## src/rtl/pavana_reorder_seq_if.sv

```systemverilog
// pavana_reorder_seq_if
// Bundles the request-tag push port, the out-of-order response port and the
// in-order response/status outputs of pavana_reorder_seq.
//   slave  modport: the sequencer's view (pushes/responses in, in-order out)
//   master modport: the crossbar/slave side view (drives pushes/responses)
// Signals:
//   tag_wr_i/tag_wdata_bi      push issued read tag
//   tag_full_o/count_o         tag FIFO status (registered count)
//   resp_i/resp_tag_bi/resp_data_bi  out-of-order response
//   resp_o/resp_data_bo        in-order response (registered)
//   err_o                      sticky errors {empty resp, dup resp, push full}
interface pavana_reorder_seq_if #(
  parameter int TAG_WIDTH       = 2,
  parameter int DATA_WIDTH      = 32,
  parameter int ORDER_DEPTH_LOG = 3
);
  logic                       tag_wr_i;
  logic [TAG_WIDTH-1:0]       tag_wdata_bi;
  logic                       tag_full_o;
  logic [ORDER_DEPTH_LOG:0]   count_o;
  logic                       resp_i;
  logic [TAG_WIDTH-1:0]       resp_tag_bi;
  logic [DATA_WIDTH-1:0]      resp_data_bi;
  logic                       resp_o;
  logic [DATA_WIDTH-1:0]      resp_data_bo;
  logic [2:0]                 err_o;

  modport slave (
    input  tag_wr_i, tag_wdata_bi, resp_i, resp_tag_bi, resp_data_bi,
    output tag_full_o, count_o, resp_o, resp_data_bo, err_o
  );

  modport master (
    output tag_wr_i, tag_wdata_bi, resp_i, resp_tag_bi, resp_data_bi,
    input  tag_full_o, count_o, resp_o, resp_data_bo, err_o
  );
endinterface

```

## src/rtl/pavana_reorder_seq.sv

```systemverilog
// pavana_reorder_seq
// Response re-ordering sequencer. Issued read tags are queued in a circular
// FIFO; out-of-order responses are parked in one slot per tag and released
// strictly in issue order, at most one per cycle.
// Ports:
//   clk_i  clock, all state on rising edge
//   rst_i  asynchronous active-low reset
//   bus    pavana_reorder_seq_if.slave (tag push, responses, status, errors)
module pavana_reorder_seq #(
  parameter int TAG_WIDTH       = 2,
  parameter int DATA_WIDTH      = 32,
  parameter int ORDER_DEPTH_LOG = 3
) (
  input  logic                 clk_i,
  input  logic                 rst_i,
  pavana_reorder_seq_if.slave  bus
);
  localparam int DEPTH = 1 << ORDER_DEPTH_LOG;
  localparam int SLOTS = 1 << TAG_WIDTH;
  localparam logic [ORDER_DEPTH_LOG:0] FULL_COUNT = (ORDER_DEPTH_LOG+1)'(DEPTH);

  logic [TAG_WIDTH-1:0]       tag_fifo [DEPTH];
  logic [ORDER_DEPTH_LOG-1:0] wr_ptr;
  logic [ORDER_DEPTH_LOG-1:0] rd_ptr;
  logic [ORDER_DEPTH_LOG:0]   count;
  logic [SLOTS-1:0]           slot_valid;
  logic [DATA_WIDTH-1:0]      slot_data [SLOTS];
  logic                       resp_q;
  logic [DATA_WIDTH-1:0]      resp_data_q;
  logic [2:0]                 err_q;

  logic                 full;
  logic                 empty;
  logic [TAG_WIDTH-1:0] head;
  logic                 head_valid;
  logic                 bypass;
  logic                 release_en;
  logic                 push_ok;
  logic                 capture;
  logic                 err_full;
  logic                 err_dup;
  logic                 err_empty;

  always_comb begin
    full       = (count == FULL_COUNT);
    empty      = (count == '0);
    head       = tag_fifo[rd_ptr];
    head_valid = slot_valid[head];
    // A response for the head tag that is not already parked goes straight
    // out without ever touching the slot.
    bypass     = bus.resp_i & ~empty & ~head_valid & (bus.resp_tag_bi == head);
    release_en = ~empty & (head_valid | bypass);
    // Full is judged on the registered count: a pop in the same cycle does
    // not make room for the push.
    push_ok    = bus.tag_wr_i & ~full;
    err_full   = bus.tag_wr_i & full;
    err_empty  = bus.resp_i & empty;
    err_dup    = bus.resp_i & ~empty & slot_valid[bus.resp_tag_bi];
    capture    = bus.resp_i & ~empty & ~slot_valid[bus.resp_tag_bi] & ~bypass;
  end

  always_ff @(posedge clk_i or negedge rst_i) begin
    if (!rst_i) begin
      wr_ptr      <= '0;
      rd_ptr      <= '0;
      count       <= '0;
      slot_valid  <= '0;
      resp_q      <= 1'b0;
      resp_data_q <= '0;
      err_q       <= '0;
    end else begin
      if (push_ok)
        wr_ptr <= wr_ptr + 1'b1;
      if (release_en)
        rd_ptr <= rd_ptr + 1'b1;

      unique case ({push_ok, release_en})
        2'b10:   count <= count + 1'b1;
        2'b01:   count <= count - 1'b1;
        default: count <= count;
      endcase

      // Release and capture never target the same slot: capture requires the
      // slot empty, release of a non-bypassed head requires it full.
      if (release_en)
        slot_valid[head] <= 1'b0;
      if (capture)
        slot_valid[bus.resp_tag_bi] <= 1'b1;

      resp_q <= release_en;
      if (release_en)
        resp_data_q <= head_valid ? slot_data[head] : bus.resp_data_bi;

      err_q <= err_q | {err_empty, err_dup, err_full};
    end
  end

  // Storage arrays carry no reset; their contents are qualified by the
  // pointers/count and the slot valid bits.
  always_ff @(posedge clk_i) begin
    if (push_ok)
      tag_fifo[wr_ptr] <= bus.tag_wdata_bi;
    if (capture)
      slot_data[bus.resp_tag_bi] <= bus.resp_data_bi;
  end

  assign bus.tag_full_o   = full;
  assign bus.count_o      = count;
  assign bus.resp_o       = resp_q;
  assign bus.resp_data_bo = resp_data_q;
  assign bus.err_o        = err_q;
endmodule

```

## src/flat_wrapper.sv

```systemverilog
// flat-port wrapper written by rule: the top's interface ports become plain ports
module pavana_reorder_seq_flat 
#(
  parameter int TAG_WIDTH       = 2,
  parameter int DATA_WIDTH      = 32,
  parameter int ORDER_DEPTH_LOG = 3
)
  (clk_i, rst_i, bus_tag_wr_i, bus_tag_wdata_bi, bus_resp_i, bus_resp_tag_bi, bus_resp_data_bi, bus_tag_full_o, bus_count_o, bus_resp_o, bus_resp_data_bo, bus_err_o);
  pavana_reorder_seq_if #(.TAG_WIDTH(TAG_WIDTH), .DATA_WIDTH(DATA_WIDTH), .ORDER_DEPTH_LOG(ORDER_DEPTH_LOG)) bus_i ();
  input  logic clk_i;
  input  logic rst_i;
  input wire logic [$bits(bus_i.tag_wr_i)-1:0] bus_tag_wr_i;
  input wire logic [$bits(bus_i.tag_wdata_bi)-1:0] bus_tag_wdata_bi;
  input wire logic [$bits(bus_i.resp_i)-1:0] bus_resp_i;
  input wire logic [$bits(bus_i.resp_tag_bi)-1:0] bus_resp_tag_bi;
  input wire logic [$bits(bus_i.resp_data_bi)-1:0] bus_resp_data_bi;
  output wire logic [$bits(bus_i.tag_full_o)-1:0] bus_tag_full_o;
  output wire logic [$bits(bus_i.count_o)-1:0] bus_count_o;
  output wire logic [$bits(bus_i.resp_o)-1:0] bus_resp_o;
  output wire logic [$bits(bus_i.resp_data_bo)-1:0] bus_resp_data_bo;
  output wire logic [$bits(bus_i.err_o)-1:0] bus_err_o;
  assign bus_i.tag_wr_i = bus_tag_wr_i;
  assign bus_i.tag_wdata_bi = bus_tag_wdata_bi;
  assign bus_i.resp_i = bus_resp_i;
  assign bus_i.resp_tag_bi = bus_resp_tag_bi;
  assign bus_i.resp_data_bi = bus_resp_data_bi;
  assign bus_tag_full_o = bus_i.tag_full_o;
  assign bus_count_o = bus_i.count_o;
  assign bus_resp_o = bus_i.resp_o;
  assign bus_resp_data_bo = bus_i.resp_data_bo;
  assign bus_err_o = bus_i.err_o;
  pavana_reorder_seq #(.TAG_WIDTH(TAG_WIDTH), .DATA_WIDTH(DATA_WIDTH), .ORDER_DEPTH_LOG(ORDER_DEPTH_LOG)) u_core (.clk_i(clk_i), .rst_i(rst_i), .bus(bus_i));
endmodule
```

## config.mk

```make
export PLATFORM = sky130hd
export DESIGN_NAME = pavana_reorder_seq_flat
export DESIGN_NICKNAME = d
export VERILOG_FILES = /design/src/rtl/pavana_reorder_seq_if.sv /design/src/rtl/pavana_reorder_seq.sv /design/src/flat_wrapper.sv
export SDC_FILE = /design/constraint.sdc
export NUM_CORES = 1
export LEC_CHECK = 0
export BUFFER_PORTS_ARGS = -buffer_cell sky130_fd_sc_hd__buf_4
export CELL_PAD_IN_SITES_DETAIL_PLACEMENT = 1
export CELL_PAD_IN_SITES_GLOBAL_PLACEMENT = 2
export CORE_ASPECT_RATIO = 1.5
export CORE_MARGIN = 2
export CORE_UTILIZATION = 25
export DETAILED_ROUTE_END_ITERATION = 12
export HOLD_SLACK_MARGIN = 0.06
export PLACE_DENSITY_LB_ADDON = 0.1
export SLEW_MARGIN = 20
export SYNTH_ARGS = -nofsm -noshare
export SYNTH_HDL_FRONTEND = slang
export SYNTH_SLANG_ARGS = --single-unit
```

## constraint.sdc

```tcl
create_clock -name clk_i -period 4.8 [get_ports clk_i]
set_clock_uncertainty 0.1 [all_clocks]
set_input_delay 0.24 -clock clk_i [delete_from_list [all_inputs] [get_ports clk_i]]
set_output_delay 0.24 -clock clk_i [all_outputs]
set_load 0.02 [all_outputs]
```

==> reports/qor.yml, run 1 <==
timing:
  slew_viol_final: 0
  clock.fmax_ghz: 0.271
  period_needed_ns: 3.69
  post-route-period-util: 0.770
  worst_pin_slew_ns: 0.881
  hold_violations: 0
  setup_tns_ns: 0
  relSlewSlack: 0.408
  rsz0062_at_grt: "no"
  setup_violations: 0
routing:
  finalWirelength_mm: 19.2
  wire_per_inst_um: 18.9
  ant_nets: 0
  met3RoutedLength_um: 501
  drt-initial-drc-count: 161
  drc: 0
  dr.pass1.iters: 4
  vias: 4400
  highest_layer: "met4"
  met1_length_mm: 8.09
  drt-vias-per-instance: 4.33
  wl_met2_mm: 10.2
pwr:
  peakVddDrop_mv: 0.349
  power-per-cell-area_nw_per_um2: 710
  p_leak_uw: 0.00388
run:
  cap_violations: 0
finish:
  nNetsFinal: 637
  final.fill_count: 3345
  final_common_cell: "edfxtp_1"
  insertedDiodeCount: 0
  drive_above_1_share: 0.331
  layout_common_cells: "144 x edfxtp_1, 102 x mux2i_1, 91 x buf_4"
  area_growth_pct: 26.0
  post-route-util: 0.319
global_route:
  grt_overflow: 0
  antenna_found_initial: 0
  grt_first_pass_wirelength_mm: 29.7
  grt_usage: 0.122
  grt_start_max_net_pins: 51
  grt_pass1_vias: 4948
logic_synthesis:
  synth_seq_cells: 194
  synth-edff-count: 144
  ys.flop_type: "edfxtp_1"
  postSynthAreaPerCell_um2: 17.3
  syn-instance-count: 466
  ys_seq_area_frac: 0.691
  synthArstFlopShare: 0.258
  yosys_warnings: 0
  synth.distinct_cells: 35
  synth_fp_nets: 511
  syn_area_um2: 8070
die:
  core_um2: 31800
  initial_core_util: 0.253
  dieHeight_um: 224
  ios: 81
  design.die.area_um2: 33800
  fp.dieW_um: 151
  row_count: 80
setup_path:
  reg2reg_to: "u_core.bus.count_o[2]"
  cp-start-kind: "flop"
  arrival_ns: 3.92
  required_ns: 5.03
  rr_startpoint: "u_core.rd_ptr[0]"
  end_kind: "flop"
  cp_max_fo: 15
  r2r_cells: 13
  critical_path_class: "reg2reg"
  rrSetupSlack_ns: 1.11
placement:
  hpwl_mm: 11.5
  routabilityCongestion: 0.721
  port_buffers: 80
cts:
  cts.sinks: 194
  htreeDepth: 4
  worstSkewPairLatency_ns: 0.45
  tritoncts: "done"
  cts-buffers-inserted: 17
  clockBufferDepth: 2
  ctsRootBufferMaster: "clkbuf_16"
  clk_pin_slew_ns: 0.07
outcome:
  outcome: "complete, no violations"
worst_hold_path:
  hold_path_class: "in2reg"
  whs_endpoint: "u_core.slot_valid[3]"
  holdPathStages: 3
  min_from: "bus_resp_tag_bi[0]"
==> timing repair <==
action	4_1_cts	5_1_grt
hold buffers	37	0
setup buffers	0	0
resized for setup	0	0
hold endpoints to repair	196	0
==> cell families (layout without fill, tap and decap cells) <==
logic type	Yosys count	after routing	share of synthesized area
flops	194	194	0.691
mux	175	175	0.234
fa+ha+maj	5	5	0.00775
compound gates	16	16	0.0135
xor+xnor	11	11	0.0119
simple gates	42	42	0.0271
buf+inv	23	162	0.0150
==> layer usage <==
layer | vias up | GRT usage
met3 | 19 | 0.0269
met5 | - | 0
met1 | 2275 | 0.145
li1 | 2039 | -
met4 | 0 | 0.0470
met2 | 67 | 0.213
==> cells in the mapped netlist (2+ instances only) <==
master | count | area, um2
mux2_2 | 67 | 754
mux4_2 | 4 | 90.1
nor2_1 | 7 | 26.3
buf_4 | 4 | 30.0
ha_1 | 5 | 62.6
nor2b_1 | 5 | 31.3
xnor2_1 | 3 | 26.3
buf_1 | 4 | 15.0
nor4_1 | 2 | 12.5
dfrtp_1 | 50 | 1250
a21oi_1 | 4 | 20.0
nand3_1 | 2 | 10.0
nand2b_1 | 4 | 25.0
clkbuf_1 | 2 | 7.51
nand2_1 | 12 | 45.0
edfxtp_1 | 144 | 4320
buf_2 | 10 | 50.1
nor3_1 | 4 | 20.0
o21ai_0 | 4 | 20.0
a21o_1 | 4 | 30.0
mux2i_1 | 104 | 1040
xor2_1 | 8 | 70.1
==> how the worst max path moves through the flow <==
stage                startpoint                          end  slack (ns)  cells past startpoint
6_report       u_core.rd_ptr[0]        u_core.bus.count_o[2]        1.11                     13
5_1_grt        u_core.rd_ptr[0]        u_core.bus.count_o[2]        0.82                     13
4_1_cts        u_core.rd_ptr[0]        u_core.bus.count_o[2]        1.05                     13
3_5_place_dp   u_core.rd_ptr[0]        u_core.bus.count_o[2]        1.08                     13
3_3_place_gp   u_core.rd_ptr[0]  u_core.bus.resp_data_bo[13]        1.18                      7
2_1_floorplan  u_core.rd_ptr[0]       u_core.slot_data[3][0]        1.01                      8
==> flip-flops by register name, indices dropped and copies added, names as in the netlist <==
register,flops
u_core.wr_ptr,3
u_core.rd_ptr,3
u_core.bus.err_o,3
u_core.bus.resp_data_bo,32
u_core.slot_data,128
u_core.tag_fifo,16
u_core.bus.count_o,4
u_core.slot_valid,4
u_core.bus.resp_o,1
==> area by class of cell <==
class / count / area, um2 / area share
Sequential cell: 194 / 5580 / 0.548
Multi-Input combinational cell: 249 / 2430 / 0.239
Timing Repair Buffer: 128 / 1050 / 0.104
Tap cell: 410 / 513 / 0.0505
Clock buffer: 20 / 457 / 0.0449
Clock inverter: 12 / 133 / 0.0130
Inverter: 2 / 7.51 / 0.000738
==> stage by stage <==
stage	instance area (um2)	hold slack [ns]	instances	total power, uW	setup WS [ns]
after CTS	10200	0.116	1015	7420	1.05
after global placement	9210	0.303	946	5860	1.18
after detailed placement	9210	0.318	946	5920	1.08
after global routing	10200	0.148	1015	7700	0.820
after floorplan	8070	-0.156	466	4850	1.01
final	10200	0.146	1015	7220	1.11
==> critical path: stages (launching register included) <==
cell and delay (ns):
dfrtp_1 0.61, mux2i_1 0.15, mux4_2 0.59, mux2i_1 0.38, mux2_2 0.28, a21oi_4 0.05, buf_4 0.25, ha_1 0.28
xor2_1 0.17, ha_1 0.19, a21oi_1 0.14, xor2_1 0.16, nor2_1 0.06, xor2_1 0.14
==> where the power goes <==
part	total, uW	internal [uW]	switching [uW]
combinational	3380	1650	1730
sequential	2400	2180	225
clock	1440	796	643
total	7220	4620	2600
(Power assumes the default switching activity.)
==> run 2, diff against run 1 <==
- clock period: 4.8 -> 3.2 ns (I/O delays scaled with it)
==> reports/qor.yml, run 2 (synthesis results as in run 1) <==
routing:
  ant_nets: 0  # unchanged
  vias: 4414  # +0.32%
  drc: 0  # unchanged
  drt-vias-per-instance: 4.26  # -1.7%
  drt-initial-drc-count: 150  # -6.8%
  finalWirelength_mm: 19.6  # +2.5%
  wire_per_inst_um: 19.0  # +0.47%
  dr.pass1.iters: 4  # unchanged
finish:
  insertedDiodeCount: 0  # unchanged
  drive_above_1_share: 0.364  # +0.0336
  post-route-util: 0.330  # +0.0103
  area_growth_pct: 30.1
  layout_common_cells: "144 x edfxtp_1, 102 x mux2i_1, 99 x buf_4"
  finalInstanceArea_um2: 10500  # +3.2%
  nNetsFinal: 658  # +3.3%
  final.fill_count: 3317  # -0.84%
  regMostFlops: "u_core.slot_data"
  final_common_cell: "edfxtp_1"
  largest_register_ffs: 128  # unchanged
cts:
  htreeDepth: 4  # unchanged
  cts-buffers-inserted: 17  # unchanged
  tritoncts: "done"
  ctsRootBufferMaster: "clkbuf_16"
  worstSkewPairLatency_ns: 0.44  # about the same
  cts.sinks: 194  # unchanged
  clockBufferDepth: 2  # unchanged
  clk_pin_slew_ns: 0.07  # about the same
setup_path:
  slowest_delay_ns: 0.68  # +0.07 ns
  cp.depth: 12  # -1
  r2r_cells: 12  # -1
  critical_path_class: "reg2reg"
  crit_path_frequent_cell: "xor2_1"
  cp-start-kind: "flop"
  cp_max_fo: 6  # -9
  end_kind: "flop"
  path_cells: "mux2i_1 -> mux4_4 -> mux2i_1 -> mux2_4 -> a21oi_4 -> ha_4 -> xor2_1 -> ha_1 -> a21oi_2 -> xor2_1 -> nor2_1 -> xor2_1"
  crit_buf_inv: 0  # -1
  cpLargestDelayFamily: "multiplexers"
  critPathSlowestCell: "mux4_4"
  arrival_ns: 3.37  # -0.55 ns
  required_ns: 3.47  # -1.56 ns
die:
  core_um2: 31800  # unchanged
  row_count: 80  # unchanged
  design.die.area_um2: 33800  # unchanged
  ios: 81  # unchanged
  initial_core_util: 0.253  # unchanged
  dieHeight_um: 224  # unchanged
  fp.dieW_um: 151  # unchanged
global_route:
  grt_overflow: 0  # unchanged
  antenna_found_initial: 0  # unchanged
  grt_pass1_vias: 5050  # +2.1%
  grt_start_max_net_pins: 51  # unchanged
  grt_usage: 0.124  # +0.00175
  grt_first_pass_wirelength_mm: 30.6  # +3.2%
timing:
  slew_viol_final: 0  # unchanged
  post-route-period-util: 0.971  # +0.201
  period_needed_ns: 3.11  # -0.587 ns
  rsz0062_at_grt: "yes"
  hold_violations: 0  # unchanged
  worst_pin_slew_ns: 0.837  # -0.0440 ns
  relSlewSlack: 0.442  # +0.0348
  setup_violations: 0  # unchanged
  clock.fmax_ghz: 0.322  # +19%
placement:
  hpwl_mm: 12.6  # +10%
  port_buffers: 80  # unchanged
  routabilityCongestion: 0.694  # -3.8%
  post_dp_cell_area_um2: 9500  # +3.2%
pwr:
  peakVddDrop_mv: 0.500  # +43%
  power-per-cell-area_nw_per_um2: 1070  # +51%
  p_leak_uw: 0.00401  # +3.5%
worst_hold_path:
  hold_path_class: "in2reg"
  holdPathStages: 3  # unchanged
run:
  cap_violations: 0  # unchanged
outcome:
  outcome: "complete, no violations"
==> run 2: cell type report <==
cell class | count | area, um2 | share of cell area
clock buffer | 17 | 425 | 0.0405
timing repair buffer | 149 | 1350 | 0.129
sequential | 194 | 5580 | 0.531
multi-input combinational | 249 | 2470 | 0.236
inverter | 2 | 7.51 | 0.000715
clock inverter | 15 | 146 | 0.0139
tap | 410 | 513 | 0.0489
==> run 2: repair_timing <==
action | 4_1_cts | 5_1_grt
hold endpoints to repair | 228 | 0
endpoints found under the setup margin | 68 | 88
pin swaps | 1 | 1
resized for setup | 2 | 8
buffers inserted | 1 | 1
hold buffers | 37 | 0
==> run 2: worst paths after layout <==
| check | startpoint | end | slack, ns |
|---|---|---|---|
| min | bus_resp_tag_bi[1] | u_core.slot_valid[2] | 0.11 |
| min reg2reg | u_core.bus.err_o[2] | u_core.bus.err_o[2] | 0.38 |
| min in group asynchronous | rst_i | u_core.bus.count_o[3] | 0.26 |
| max | u_core.rd_ptr[0] | u_core.bus.count_o[2] | 0.09 |
| max reg2reg | u_core.rd_ptr[0] | u_core.bus.count_o[2] | 0.09 |
| max in group asynchronous | rst_i | u_core.rd_ptr[0] | 2.15 |
==> run 2: metrics by stage <==
stage                     hold slack (ns)  setup slack (ns)  total power (uW)  instances  TNS (ns)
final                               0.107            0.0928             11300       1036         0
after global routing                0.110           -0.0786             12000       1036    -0.113
after CTS                          0.0685           0.00234             11500       1035         0
after detailed placement            0.233           -0.0823              9250        965     -1.55
after global placement              0.224            0.0228              9140        965         0
after floorplan                    -0.236            0.0404              7320        466         0
==> run 2: tightest hold or removal path, delay by kind of cell <==
kind	cells	cell delay (ns)
AOI/OAI and AO/OA	1	0.11
buffers and inverters	1	0.13
and+or+nand+nor	1	0.19
==> run 2: report_power, final <==
part	switching [uW]	total [uW]	internal (uW)
combinational	2760	5610	2850
clock	1000	2100	1100
sequential	303	3570	3270
==> run 2: metal layers <==
layer	global-route usage	vias up	share of wire
li1	-	2080	-
met1	0.144	2266	0.42
met2	0.220	56	0.54
met3	0.0326	12	0.029
met4	0.0398	0	0.012
met5	0	-	0
